--- src/rtl/data_mem_responder.sv ---
// Data-side responder for the single-cycle RISC-V core: byte-addressable RAM plus
// a 16-byte I/O window (LEDs, cycle counter, store counter). Reads are combinational.
module data_mem_responder #(
    parameter int unsigned DEPTH_WORDS = 64,
    parameter logic [31:0] IO_BASE     = 32'h0000_1000
) (
    input  logic        clk,
    input  logic        reset,
    input  logic        MemWrite,
    input  logic [2:0]  Funct3,
    input  logic [31:0] Mem_WrAddr,
    input  logic [31:0] Mem_WrData,
    output logic [31:0] ReadData,
    output logic [7:0]  led_out,
    output logic [31:0] cycle_count,
    output logic        misalign_err
);
    localparam int unsigned AW        = (DEPTH_WORDS > 1) ? $clog2(DEPTH_WORDS) : 1;
    localparam logic [31:0] RAM_BYTES = 32'(4 * DEPTH_WORDS);

    logic [31:0]   r_mem [DEPTH_WORDS];
    logic [7:0]    r_led;
    logic [31:0]   r_cycle_count;
    logic [31:0]   r_store_count;
    logic          r_misalign_err;

    logic [AW-1:0] w_idx;
    logic          w_in_ram;
    logic          w_in_io;
    logic          w_misalign;
    logic [3:0]    w_be;
    logic          w_wr_ok;
    logic [31:0]   w_sel_word;
    logic          w_unused_f3;

    // Funct3[2] only distinguishes signed/unsigned loads, which the CPU handles.
    assign w_unused_f3 = Funct3[2];

    assign w_idx    = Mem_WrAddr[AW+1:2];
    assign w_in_ram = (Mem_WrAddr < RAM_BYTES);
    assign w_in_io  = (Mem_WrAddr[31:4] == IO_BASE[31:4]);
    assign w_wr_ok  = MemWrite && !w_misalign;

    always_comb begin
        w_misalign = 1'b0;
        w_be       = 4'b1111;
        case (Funct3[1:0])
            2'b00: begin
                w_misalign = 1'b0;
                w_be       = 4'b0001 << Mem_WrAddr[1:0];
            end
            2'b01: begin
                w_misalign = Mem_WrAddr[0];
                w_be       = 4'b0011 << {Mem_WrAddr[1], 1'b0};
            end
            2'b10: begin
                w_misalign = |Mem_WrAddr[1:0];
                w_be       = 4'b1111;
            end
            default: begin
                w_misalign = 1'b1;
                w_be       = 4'b0000;
            end
        endcase
    end

    always_comb begin
        w_sel_word = 32'h0;
        if (w_in_ram) begin
            w_sel_word = r_mem[w_idx];
        end else if (w_in_io) begin
            case (Mem_WrAddr[3:2])
                2'd0:    w_sel_word = {24'h0, r_led};
                2'd1:    w_sel_word = r_cycle_count;
                2'd2:    w_sel_word = r_store_count;
                default: w_sel_word = 32'h0;
            endcase
        end
    end

    // Right-justify the addressed byte/half; the CPU does the extension.
    assign ReadData = w_sel_word >> {Mem_WrAddr[1:0], 3'b000};

    // RAM has no reset so it can map onto block memory; writes are gated off during reset.
    always_ff @(posedge clk) begin
        if (!reset && w_wr_ok && w_in_ram) begin
            for (int k = 0; k < 4; k++) begin
                if (w_be[k]) begin
                    r_mem[w_idx][8*k +: 8] <= Mem_WrData[8*k +: 8];
                end
            end
        end
    end

    always_ff @(posedge clk or posedge reset) begin
        if (reset) begin
            r_led          <= 8'h0;
            r_cycle_count  <= 32'h0;
            r_store_count  <= 32'h0;
            r_misalign_err <= 1'b0;
        end else begin
            r_cycle_count <= r_cycle_count + 32'd1;
            if (MemWrite) begin
                if (w_misalign) begin
                    r_misalign_err <= 1'b1;
                end else if (w_in_ram) begin
                    r_store_count <= r_store_count + 32'd1;
                end else if (w_in_io) begin
                    case (Mem_WrAddr[3:2])
                        2'd0:    r_led         <= Mem_WrData[7:0];
                        2'd1:    r_cycle_count <= 32'h0;
                        default: ;
                    endcase
                end
            end
        end
    end

    assign led_out      = r_led;
    assign cycle_count  = r_cycle_count;
    assign misalign_err = r_misalign_err;
endmodule

--- config.mk ---
export PLATFORM = sky130hd
export DESIGN_NAME = data_mem_responder
export DESIGN_NICKNAME = d
export VERILOG_FILES = /design/src/rtl/data_mem_responder.sv
export SDC_FILE = /design/constraint.sdc
export NUM_CORES = 2
export LEC_CHECK = 0
export ABC_AREA = 1
export ABC_CLOCK_PERIOD_IN_PS = 3000
export CORE_MARGIN = 2
export CORE_UTILIZATION = 55
export CTS_CLUSTER_SIZE = 28
export DETAILED_ROUTE_END_ITERATION = 10
export PLACE_DENSITY_LB_ADDON = 0.15
export SKIP_CTS_REPAIR_TIMING = 1
export SLEW_MARGIN = 5
export SYNTH_ARGS = -nofsm -noshare
export SYNTH_HDL_FRONTEND = slang
export SYNTH_SLANG_ARGS = --single-unit
--- constraint.sdc ---
create_clock -name clk -period 3 [get_ports clk]
set_input_delay 0.6 -clock clk [delete_from_list [all_inputs] [get_ports clk]]
set_output_delay 0.6 -clock clk [all_outputs]
set_load 0.02 [all_outputs]
# Word-level counts from Yosys, hierarchy flattened
# Memories as Yosys holds them, arrays and structs flattened.
# Index checks and enable logic that the tools add are counted.
[word_totals] regBits=73 latch_bits=0 mem_bits_rw=2048 mem_bits_ro=0 inputBits=70 out_inout_bits=73 elab_cells=51 memories=1
[classes] n_addsub=2 n_mul=0 n_div=0 magnitude_cmp=1 eq_ne=5 shifts=3 muxes=22 bitwise_logic=2 reduce_logical=11
[memory_table] name="r_mem" words=64 word_bits=32 rd=1 rd_ports_with_merged_regs=0 write_ports=1 line_no="21" rtl="logic [31:0] r_mem [DEPTH_WORDS];"
[ops] cell="2-to-1 mux 32 bit" count=7
[ops] cell="one-hot mux 32 bit (3 select lines)" count=1
[ops] cell="adder 32 x 1 -> 32 bit, second input constant" count=2
[ops] cell="< comparator 32 x 9 -> 1 bit, second input constant" count=1
[ops] cell="right shift 32 x 5 -> 32 bit" count=1
[ops] cell="equality test 28 x 9 -> 1 bit, second input constant" count=1
[ops] cell="2-to-1 mux 1 bit" count=12
[ops] cell="one-hot mux 4 bit (3 select lines)" count=1
[ops] cell="AND reduction 5 bit" count=1
[ops] cell="equality test 2 x 1 -> 1 bit, second input constant" count=2
[ops] cell="equality test 2 bit, second input constant" count=2
[ops] cell="zero test 2 bit" count=2
[ops] cell="left shift 1 x 2 -> 4 bit, first input constant" count=1
[ops] cell="left shift 2 x 2 -> 4 bit, first input constant" count=1
[ops] cell="logical AND 1 bit" count=3
[ops] cell="one-hot mux 1 bit (3 select lines)" count=1
[ops] cell="AND reduction 3 bit" count=1
[ops] cell="zero test 1 bit" count=2
[ops] cell="NOT 1 bit" count=2
[ops] cell="AND reduction 2 bit" count=1
[ops] cell="OR reduction 2 bit" count=1

# Depth between registers and ports, before layout
[depth] ltp_word=8 mapped_depth=18 ltp_nobuf=16

# Least setup slack after synthesis
# No wires, ideal clock.
[synth_path] kind="input to output" startpoint="in Mem_WrAddr[3]" endpoint="out ReadData[20]" arrival_time_ps=2292 required_time_ps=2400 slack_ps=108 cell_stages=13 path_buffers=4 cell_sequence="buf_2 > buf_4 > nor2_8 > buf_2 > buf_4 > nand2_1 > nand4_1 > nand3_1 > nand2_1 > nand2_1 > nand3_1 > nand3_1 > a21oi_1"
[synth_via] elab_chain_cells=5
[synth_rtl] item="start: declaration" line_no="11" rtl="input logic [31:0] Mem_WrAddr,"
[synth_rtl] item="branches (longest 3 deep; another with < comparator 32 x 9 -> 1 bit)"
[synth_rtl] item="2-to-1 mux 32 bit *" line_no="69" rtl="if (w_in_ram) begin"
[synth_rtl] item="right shift 32 x 5 -> 32 bit *" line_no="82" rtl="assign ReadData = w_sel_word >> {Mem_WrAddr[1:0], 3'b000};"
[synth_rtl] item="end: declaration" line_no="13" rtl="output logic [31:0] ReadData,"
# Every way passes the cells marked *.

# Worst setup path in the final report
[layout_path] startpoint="in Mem_WrAddr[3]" endpoint="out ReadData[6]"
# Same word-level chain as after synthesis.

==> flow_summary.toml <==
[global_route]
grt_pass1_vias = 59500
grt_start_max_net_pins = 66
overflow = 0
grt_use_total_pct = 34.3
grt_first_pass_wirelength_mm = 402
antenna_found_initial = 7

[worst_setup_path]
critPathKind = "input port to primary output"
crit_chain = "buf_16 > inv_8 > nor2_4 > buf_12 > buf_4 > buf_16 > buf_12 > nand2_1 > nand4_1 > nand3_1 > nand2_1 > nand2_1 > nand2_1 > o21ai_4 > nand2_1 > inv_1 > nand2_2 > buf_4"
crit_slowest_cell = "buf_4"
worst-path-max-fanout = 19
startpoint_type = "input port"
worst_ep_required_time_ns = 2.40
max_stage_delay_ns = 0.25
crit_path_end_kind = "primary output"
crit_arrival_ns = 2.95
cp_common_cell = "nand2_1"

[sta]
finalCritPeriodShare_pct = 118
finClkSkew_ns = 0.0271
slew_violations = 0
relSlewSlack_pct = 25.0
finalWorstSetupSlack_ns = -0.551
period_needed_ns = 3.55
rsz0062_at_grt = "yes"
hold_viol_final = 0
setup_violations = 32
worst_slew_pin_slew_ns = 1.12
max_freq_mhz = 282

[flow_run]
cap_violations = 0

[final_layout]
syn_to_final_growth_pct = 23.1
num-fill-cells = 11100
nets = 8441
final_cells = 10600
final_util_pct = 68.2
drive_gt1_share_pct = 18.9

[floorplanning]
die_area_um2 = 160000
coreArea_um2 = 156000
die_w_um = 401
placementRows = 145
io_pins = 143
die_y_um = 401
initial_utilization_pct = 55.4

[yosys]
ys_types = 47
synth_edf_count = 2048
ys_seq_area_share_pct = 73.2
yosys-top-cells-area = "edfxtp_1 71%, nand2_1 10%, nor2_1 2.9%"
syn-num-nets = 7505
synth_most_common_cell = "nand2_1"
netlist_top_cells_count = "2417 x nand2_1, 2048 x edfxtp_1, 664 x nor2_1"
postSynthAreaPerCell_um2 = 11.6
synth_top_area_share_pct = 71.1
async_flop_share_pct = 3.44
synth_seq_cells = 2121
synth-main-ff-cell = "edfxtp_1"
synth_top_area_cell = "edfxtp_1"
ys_warn_count = 0
synth_cells = 7433
synth_area_um2 = 86500

[placement]
dp_cells = 10200
portBuffers = 141
place_congestion = 0.945
place_hpwl_mm = 186
pre_cts_slack_ns = -1.44

[clocking]
cts_tree = "built"
cts_buffers = 211
cts_root_buffer = "clkbuf_16"
h-tree-depth = 4
path_clk_slew_ns = 0.06
cts_buffer_depth = 3
clk_latency_ns = 0.88
clock_sink_count = 2121

[pwr]
power_density_nw_per_um2 = 588
ir_drop_uv = 583
leakage_nw = 40.1

[status]
violations = "negative setup slack"
outcome = "complete, but fails checks"

[detailed_routing]
ant_nets = 0
vias = 63300
drc = 0
routed_wl_mm = 286
wl_per_cell_um = 27.0
dr.pass1.iters = 6
drt_iter0_drc = 9325
vias_per_cell = 5.96

[hold_path]
hold_path_class = "input port to register"
-- worst max-delay path, delay by kind of cell --
kind / cells / cell delay (ns)
buffers and inverters: 8 / 1.23
AO/OA/AOI/OAI: 1 / 0.08
AND/OR/NAND/NOR: 9 / 1.01
-- stage by stage --
stage               setup TNS, ns  area [um^2]  power, mW  hold WS [ns]
finish                     -12.93       107000       62.6        0.0906
global route               -14.00       106000       64.2        0.0707
CTS                        -36.21       104000       62.4       -0.0550
detailed placement        -741.36        97500       36.8         0.458
global placement          -696.91        97500       36.8         0.457
floorplan                       0        86500       34.6         0.442
-- layer usage --
layer	track usage (%)	vias up	part of all wire [%]
met2	51.4	4193	45
li1	-	27600	-
met4	16.9	5	5.3
met3	7.28	674	12
met5	0.714	-	0.061
met1	48.0	30800	38
-- kinds of logic after synthesis --
logic type | after synthesis | synth area share [%]
simple gates | 4003 | 19.5
flops | 2121 | 73.2
buf+inv | 799 | 3.89
compound gates | 464 | 2.94
xor+xnor | 36 | 0.365
mux | 8 | 0.104
fa+ha+maj | 2 | 0.0289
-- final cells by class --
class	count	area [um^2]	share of cell area, %
multi-input combinational	4513	20900	19.6
timing repair buffer	1117	11300	10.6
sequential	2121	63300	59.5
clock buffer	253	5460	5.13
tap	2058	2570	2.42
antenna	9	22.5	0.0211
inverter	405	1560	1.47
clock inverter	143	1360	1.28
-- state kept, by name, summed over array words and instances, names as in the netlist --
signal and cells:
r_mem 2048, misalign_err 1, r_store_count 32, cycle_count 32, led_out 8
-- report_power, final --
group          internal, mW  switching, mW  total, mW
combinational          1.35           2.81       4.16
sequential             32.5     0.00000103       32.5
clock                  14.5           11.5       26.0
-- layout by cell type (no fill, tap or decap), types with 46 or more instances in the layout --
master / count
buf_6: 46
clkinv_1: 63
clkdlybuf4s50_1: 47
buf_12: 162
inv_1: 381
nor2_1: 618
nand3_2: 57
clkbuf_16: 231
nand4_1: 365
nand2_1: 2338
dfrtp_1: 73
a21oi_1: 324
a22oi_1: 58
nand2_2: 69
nand3_1: 405
edfxtp_1: 2048
buf_4: 768
-- final timing paths --
check                                              startpoint                       endpoint  slack [ns]  cells after the start
worst max-delay path                            Mem_WrAddr[3]                    ReadData[6]       -0.55                     18
worst min-delay path                            Mem_WrData[6]         r_mem[52][6]$_DFFE_PP_        0.09                      1
worst max register to register       cycle_count[0]$_DFF_PP0_      cycle_count[30]$_DFF_PP0_        0.59                     12
worst min register to register  r_store_count[25]$_DFFE_PP0P_  r_store_count[25]$_DFFE_PP0P_        0.47                      1
max in group asynchronous                               reset  r_store_count[29]$_DFFE_PP0P_        2.13                      3
min in group asynchronous                               reset       cycle_count[4]$_DFF_PP0_        0.27                      2
(Power assumes the default switching activity.)
